$ cat src/rtl/inst_encoder_pkg.sv
// Shared encoding constants for the instruction encoder and the core's decoder.
// Holds opcode values, field bit positions, error codes and the encoder FSM states.
package inst_encoder_pkg;

  localparam int unsigned OpW  = 5;
  localparam int unsigned RegW = 5;

  // Opcodes
  localparam logic [OpW-1:0] OpAdd  = 5'd0;
  localparam logic [OpW-1:0] OpSub  = 5'd1;
  localparam logic [OpW-1:0] OpAnd  = 5'd2;
  localparam logic [OpW-1:0] OpOr   = 5'd3;
  localparam logic [OpW-1:0] OpXor  = 5'd4;
  localparam logic [OpW-1:0] OpShl  = 5'd5;
  localparam logic [OpW-1:0] OpShr  = 5'd6;
  localparam logic [OpW-1:0] OpCmp  = 5'd7;
  localparam logic [OpW-1:0] OpMov  = 5'd8;
  localparam logic [OpW-1:0] OpMovh = 5'd9;
  localparam logic [OpW-1:0] OpBr   = 5'd10;
  localparam logic [OpW-1:0] OpCall = 5'd11;
  localparam logic [OpW-1:0] OpRet  = 5'd12;
  localparam logic [OpW-1:0] OpHalt = 5'd13;

  // Field positions (LSB of each field)
  localparam int unsigned OpLsb       = 27;
  localparam int unsigned ZLsb        = 16;
  localparam int unsigned ALsb        = 5;
  localparam int unsigned BLsb        = 0;
  localparam int unsigned Imm16Lsb    = 0;
  localparam int unsigned CcLsb       = 10;
  localparam int unsigned NegBit      = 19;
  localparam int unsigned PredLsb     = 16;
  localparam int unsigned SmallImmBit = 26;
  localparam int unsigned SextBit     = 25;

  // Error codes
  localparam logic [1:0] ErrNone     = 2'd0;
  localparam logic [1:0] ErrOpcode   = 2'd1;
  localparam logic [1:0] ErrImmRange = 2'd2;

  typedef enum logic [1:0] {
    StRun  = 2'd0,
    StMovh = 2'd1,
    StDone = 2'd2
  } state_e;

endpackage

$ cat src/rtl/inst_pack.sv
// Combinational field packer and legality check.
// Ports:
//   op, z, a, b, imm, use_imm, neg, cc : request fields
//   word0        : first (or only) encoded word
//   word1        : MOVH word carrying imm[31:16] for a split MOV
//   needs_second : request expands to word0 followed by word1
//   err_code     : ErrNone, ErrOpcode or ErrImmRange
module inst_pack
  import inst_encoder_pkg::*;
(
  input  logic [4:0]  op,
  input  logic [4:0]  z,
  input  logic [4:0]  a,
  input  logic [4:0]  b,
  input  logic [31:0] imm,
  input  logic        use_imm,
  input  logic        neg,
  input  logic [2:0]  cc,
  output logic [31:0] word0,
  output logic [31:0] word1,
  output logic        needs_second,
  output logic [1:0]  err_code
);

  logic small_pos;  // 0..31
  logic small_neg;  // -16..-1
  logic off_ok;     // fits signed 16 bits
  logic hi_zero;

  assign small_pos = (imm[31:5] == '0);
  assign small_neg = &imm[31:4];
  assign off_ok    = (imm[31:15] == '0) || (&imm[31:15]);
  assign hi_zero   = (imm[31:16] == '0);

  always_comb begin
    word0                    = '0;
    word0[OpLsb +: OpW]      = op;
    word1                    = '0;
    word1[OpLsb +: OpW]      = OpMovh;
    word1[ZLsb +: RegW]      = z;
    word1[Imm16Lsb +: 16]    = imm[31:16];
    needs_second             = 1'b0;
    err_code                 = ErrNone;

    case (op)
      OpAdd, OpSub, OpAnd, OpOr, OpXor, OpShl, OpShr, OpCmp: begin
        word0[ZLsb +: RegW] = z;
        word0[ALsb +: RegW] = a;
        if (use_imm) begin
          word0[SmallImmBit]  = 1'b1;
          word0[BLsb +: RegW] = imm[4:0];
          if (small_pos) begin
            word0[SextBit] = 1'b0;
          end else if (small_neg) begin
            word0[SextBit] = 1'b1;
          end else begin
            err_code = ErrImmRange;
          end
        end else begin
          word0[BLsb +: RegW] = b;
        end
        if (op == OpCmp) begin
          word0[CcLsb +: 3] = cc;
        end
      end
      OpMov: begin
        word0[ZLsb +: RegW]   = z;
        word0[Imm16Lsb +: 16] = imm[15:0];
        needs_second          = !hi_zero;
      end
      OpMovh: begin
        word0[ZLsb +: RegW]   = z;
        word0[Imm16Lsb +: 16] = imm[15:0];
        if (!hi_zero) begin
          err_code = ErrImmRange;
        end
      end
      OpBr: begin
        word0[NegBit]         = neg;
        word0[PredLsb +: 3]   = a[2:0];
        word0[Imm16Lsb +: 16] = imm[15:0];
        if (!off_ok) begin
          err_code = ErrImmRange;
        end
      end
      OpCall: begin
        word0[Imm16Lsb +: 16] = imm[15:0];
        if (!off_ok) begin
          err_code = ErrImmRange;
        end
      end
      OpRet, OpHalt: begin
      end
      default: begin
        err_code = ErrOpcode;
      end
    endcase
  end

endmodule

$ cat src/rtl/inst_encoder.sv
// Instruction encoder: turns field-level requests into 32-bit instruction words and
// streams them, tagged with a sequential write address, to the instruction-memory loader.
// Ports:
//   clk, rst            : clock, synchronous active-high reset
//   req_*               : request handshake and fields
//   out_valid/ready     : output handshake; out_inst/out_addr are the word and its address
//   base_load/base_addr : restart the address counter (only when idle and not mid-MOV)
//   err_valid/err_code  : one-cycle error pulse; code holds its last value
//   done                : HALT emitted and drained
module inst_encoder
  import inst_encoder_pkg::*;
#(
  parameter int unsigned ADDR_W = 10
) (
  input  logic              clk,
  input  logic              rst,
  input  logic              req_valid,
  output logic              req_ready,
  input  logic [4:0]        req_op,
  input  logic [4:0]        req_z,
  input  logic [4:0]        req_a,
  input  logic [4:0]        req_b,
  input  logic [31:0]       req_imm,
  input  logic              req_use_imm,
  input  logic              req_neg,
  input  logic [2:0]        req_cc,
  output logic              out_valid,
  input  logic              out_ready,
  output logic [31:0]       out_inst,
  output logic [ADDR_W-1:0] out_addr,
  input  logic              base_load,
  input  logic [ADDR_W-1:0] base_addr,
  output logic              err_valid,
  output logic [1:0]        err_code,
  output logic              done
);

  state_e              state_q, state_d;
  logic                out_valid_q, out_valid_d;
  logic [31:0]         out_inst_q, out_inst_d;
  logic [ADDR_W-1:0]   out_addr_q, out_addr_d;
  logic [ADDR_W-1:0]   next_addr_q, next_addr_d;
  logic [31:0]         movh_q, movh_d;
  logic                err_valid_q, err_valid_d;
  logic [1:0]          err_code_q, err_code_d;

  logic [31:0] pk_word0;
  logic [31:0] pk_word1;
  logic        pk_two;
  logic [1:0]  pk_err;
  logic        accept;
  logic        base_take;

  inst_pack u_pack (
    .op           (req_op),
    .z            (req_z),
    .a            (req_a),
    .b            (req_b),
    .imm          (req_imm),
    .use_imm      (req_use_imm),
    .neg          (req_neg),
    .cc           (req_cc),
    .word0        (pk_word0),
    .word1        (pk_word1),
    .needs_second (pk_two),
    .err_code     (pk_err)
  );

  assign req_ready = !rst && (state_q == StRun) && !base_load && (!out_valid_q || out_ready);
  assign accept    = req_valid && req_ready;
  // Never restart mid-stream: the pending word or MOVH would land at the wrong address.
  assign base_take = base_load && !out_valid_q && (state_q != StMovh);

  always_comb begin
    state_d     = state_q;
    out_valid_d = out_valid_q && !out_ready;
    out_inst_d  = out_inst_q;
    out_addr_d  = out_addr_q;
    next_addr_d = next_addr_q;
    movh_d      = movh_q;
    err_valid_d = 1'b0;
    err_code_d  = err_code_q;

    unique case (state_q)
      StRun: begin
        if (accept) begin
          if (pk_err != ErrNone) begin
            err_valid_d = 1'b1;
            err_code_d  = pk_err;
          end else begin
            out_valid_d = 1'b1;
            out_inst_d  = pk_word0;
            out_addr_d  = next_addr_q;
            next_addr_d = next_addr_q + ADDR_W'(1);
            if (pk_two) begin
              movh_d  = pk_word1;
              state_d = StMovh;
            end else if (req_op == OpHalt) begin
              state_d = StDone;
            end
          end
        end
      end
      StMovh: begin
        // out_valid is always set here; the MOVH follows as soon as the MOV leaves.
        if (out_ready) begin
          out_valid_d = 1'b1;
          out_inst_d  = movh_q;
          out_addr_d  = next_addr_q;
          next_addr_d = next_addr_q + ADDR_W'(1);
          state_d     = StRun;
        end
      end
      StDone: begin
      end
      default: begin
        state_d = StRun;
      end
    endcase

    if (base_take) begin
      next_addr_d = base_addr;
      state_d     = StRun;
    end
  end

  always_ff @(posedge clk) begin
    if (rst) begin
      state_q     <= StRun;
      out_valid_q <= 1'b0;
      out_inst_q  <= '0;
      out_addr_q  <= '0;
      next_addr_q <= '0;
      movh_q      <= '0;
      err_valid_q <= 1'b0;
      err_code_q  <= ErrNone;
    end else begin
      state_q     <= state_d;
      out_valid_q <= out_valid_d;
      out_inst_q  <= out_inst_d;
      out_addr_q  <= out_addr_d;
      next_addr_q <= next_addr_d;
      movh_q      <= movh_d;
      err_valid_q <= err_valid_d;
      err_code_q  <= err_code_d;
    end
  end

  assign out_valid = out_valid_q;
  assign out_inst  = out_inst_q;
  assign out_addr  = out_addr_q;
  assign err_valid = err_valid_q;
  assign err_code  = err_code_q;
  assign done      = (state_q == StDone) && !out_valid_q;

endmodule

$ cat config.mk
export PLATFORM = sky130hd
export DESIGN_NAME = inst_encoder
export DESIGN_NICKNAME = d
export VERILOG_FILES = /design/src/rtl/inst_encoder_pkg.sv /design/src/rtl/inst_pack.sv /design/src/rtl/inst_encoder.sv
export SDC_FILE = /design/constraint.sdc
export NUM_CORES = 1
export LEC_CHECK = 0
export ABC_CLOCK_PERIOD_IN_PS = 2500
export BUFFER_PORTS_ARGS = -buffer_cell sky130_fd_sc_hd__buf_4
export CAP_MARGIN = 20
export CORE_MARGIN = 3
export CORE_UTILIZATION = 46
export CTS_CLUSTER_DIAMETER = 200
export CTS_CLUSTER_SIZE = 28
export DETAILED_ROUTE_END_ITERATION = 8
export GPL_TIMING_DRIVEN = 0
export PLACE_DENSITY = 0.81
export SLEW_MARGIN = 10
export SYNTH_ARGS = -nofsm -noshare
export SYNTH_HDL_FRONTEND = slang
export SYNTH_SLANG_ARGS = --single-unit
$ cat constraint.sdc
create_clock -name clk -period 2.5 [get_ports clk]
set_clock_uncertainty 0.2 [all_clocks]
set_input_delay 0.375 -clock clk [delete_from_list [all_inputs] [get_ports clk]]
set_output_delay 0.375 -clock clk [all_outputs]
set_load 0.01 [all_outputs]
==> run_results.csv <==
group,metric,value,unit
timing,fin_crit_sh,100,%
power_and_ir_drop,p_leak,1.96,nW
final_layout,layout_commonest_cell,"buf_4",
grt,antenna_found_initial,0,
grt,grt_overflow_total,0,
clocking,clk_path_buf_depth,2,
routing,drtPass1Iterations,5,
clocking,clkTransAtPathRegs,0.08,ns
worst_setup_path,critPathMaxFanout,8,
timing,max_freq,398,MHz
timing,fin_crit,2.51,ns
clocking,cts_tree,"yes",
routing,drt_iter0_drc,369,
final_layout,fin_util,67.2,%
worst_hold_path,worstHoldPathType,"in2reg",
floorplan,io_pins,120,
floorplan,core_area,0.00741,mm²
place,dp_hpwl,9110,µm
outcome,status,"finished, violations left",
final_layout,final_nets,664,
power_and_ir_drop,vdd_drop_max,0.302,mV
worst_setup_path,cp_data_arrival_time,2.59,ns
routing,via_count,4173,
power_and_ir_drop,power_density,539,mW/mm²
timing,hold_viol_final,0,
timing,fin_ws,-0.0106,ns
worst_setup_path,path_cells,"or4_4 > a21oi_4 > and2_4 > nand3b_4 > o31a_1 > or3_1 > a311oi_2",
clocking,clock-sinks,76,
clocking,htreeDepth,3,
timing,slew_headroom,58.9,%
floorplan,rows,31,
timing,finalSetupViolCount,3,
worst_setup_path,cp_slowest_stage_delay,0.52,ns
worst_setup_path,crit_type,"reg2reg",
worst_setup_path,crit_required,2.58,ns
routing,viasPerCell,6.00,
routing,drt-total-wl,12300,µm
yosys,ys_seq_elements,76,
place,io_buffers,115,
final_layout,synthToLayoutAreaGrowth,38.4,%
yosys,async_flop_share,0,%
final_layout,drive_gt1_share,28.9,%
worst_setup_path,startpoint_type,"flip-flop",
final_layout,antenna-diode-count,0,
clocking,cts_root_buf,"clkbuf_8",
floorplan,dieHeight,94.4,µm
yosys,ys.warnings.count,0,
grt,grt_pass1_wl,19100,µm
yosys,netlist_instances,456,
timing,worstMarginPinSlew,0.612,ns
flow_run,drv_cap,0,
yosys,syn_avg_cell_area,7.89,µm²
yosys,synth.cell_area,0.00360,mm²
clocking,ctsHoldBuffers,0,
clocking,cts_made_buffers,9,
outcome,violations,"setup timing",
worst_setup_path,critical-path-slowest-cell,"or4_4",
timing,drv_slew,0,
yosys,synth-edff-count,0,
timing,tns,-0.0210,ns
floorplan,dieArea,0.00892,mm²
routing,drc,0,
grt,grt_util_all_layers,27.3,%
yosys,synth-seq-area-share,42.3,%
place,gp_congestion,0.930,
final_layout,final_cell_mix,"127 x buf_4, 96 x nand2_1, 75 x dfxtp_1, 61 x a21oi_1, 25 x nor2_1",
timing,rsz0062_at_grt,"true",
routing,postRouteAntennaNets,0,
grt,first_global_vias,4083,
clocking,clk_latency,0.36,ns
worst_setup_path,critPathCaptureType,"flip-flop",
yosys,synth_cell_type_count,47,
yosys,synth_top_flop_cell,"dfxtp_1",
grt,grt_max_degree,15,
floorplan,die_x,94.4,µm
routing,wl_per_cell,17.7,µm
floorplan,start_util,48.6,%
## cells by family after synthesis
group | count (synthesis) | synth area share, %
fa+ha+maj | 1 | 0.348
compound gates | 132 | 24.9
flops | 76 | 42.3
other cells | 1 | 0.104
mux | 2 | 0.557
buf+inv | 41 | 4.94
simple gates | 203 | 26.9
## worst max-delay path: cells and delay by family, from the launching register on
| family | cells | cell delay (ns) |
|---|---|---|
| simple gates | 4 | 1.14 |
| compound gates | 3 | 0.72 |
| flops | 1 | 0.37 |
## metrics by stage
step	worst slack, ns	hold slack (ns)	std cells	instance area (µm²)	power (mW)
after floorplan	0.0114	0.232	459	3620	1.41
final	-0.0106	0.0786	695	4980	2.68
after detailed placement	-0.497	0.244	673	4610	1.58
after global routing	-0.105	0.0801	695	4980	2.76
after CTS	-0.0351	0.0677	693	4890	2.67
after global placement	-0.473	0.238	673	4610	1.57
## flip-flops by register name, indices dropped and copies added (netlist names)
name	count
err_code	2
state_q	2
out_inst	28
err_valid	1
out_valid	1
movh_q	22
out_addr	10
next_addr_q	10
## cell usage after synthesis (2+ instances only)
library cell  number  area share, %
nand2_1          100             10
nand2b_1           2           0.35
or3_1              4           0.70
nand4_1            9            1.6
a221o_1           17            4.7
nor3b_1            6            1.3
mux2i_1            2           0.56
a21oi_1           62            8.6
a31oi_1            3           0.52
o211ai_1          17            3.5
clkbuf_1          27            2.8
a311oi_1          10            2.4
o22ai_1            2           0.35
nand3_1           14            1.9
nor3_1             8            1.1
nand3b_1           4           0.83
buf_4              4           0.83
o21ai_0            7           0.97
buf_2              7           0.97
nor2_1            26            2.7
and3_1             6            1.0
a211oi_1           3           0.63
or4_1              3           0.63
dfxtp_1           76             42
nor4_1            11            1.9
and2_1             3           0.52
inv_1              3           0.31
## final timing paths
| kind | start | endpoint | slack (ns) | cells past startpoint |
|---|---|---|---|---|
| setup / recovery | state_q[0]$_SDFFE_PP0P_ | next_addr_q[4]$_SDFFE_PP0P_ | -0.01 | 7 |
| hold / removal | req_z[4] | movh_q[20]$_SDFFE_PP0P_ | 0.08 | 3 |
| setup reg to reg | state_q[0]$_SDFFE_PP0P_ | next_addr_q[4]$_SDFFE_PP0P_ | -0.01 | 7 |
| hold reg to reg | out_inst[6]$_SDFFE_PP0P_ | out_inst[6]$_SDFFE_PP0P_ | 0.26 | 2 |
## cell type report
cell class	count	area, µm²
fillers	616	2430
multi-input cells	342	1960
flip-flops and latches	76	1530
repair buffers	123	921
plain buffers	36	205
clock buffers	10	138
well taps	99	124
clock inverters	6	93.8
inverters	3	11.3
## power breakdown
part	internal (mW)	switching, mW	leakage, nW	total, mW
Sequential	1.23	0.0191	0.615	1.25
Combinational	0.156	0.165	1.23	0.320
Clock	0.601	0.516	0.114	1.12
## layer usage
layer,wire [µm],vias up,GRT usage (%)
met4,374,0,14.8
li1,-,1937,-
met5,0,-,0
met1,4870,1954,33.5
met2,6020,243,45.2
met3,1050,39,5.26
## timing repair
item,in CTS,in global routing
buffers inserted,5,2
gates resized for setup,11,24
cloned,0,1
setup endpoints to repair,60,66
pin swaps,5,4
Power figures use the tool's default switching activity.
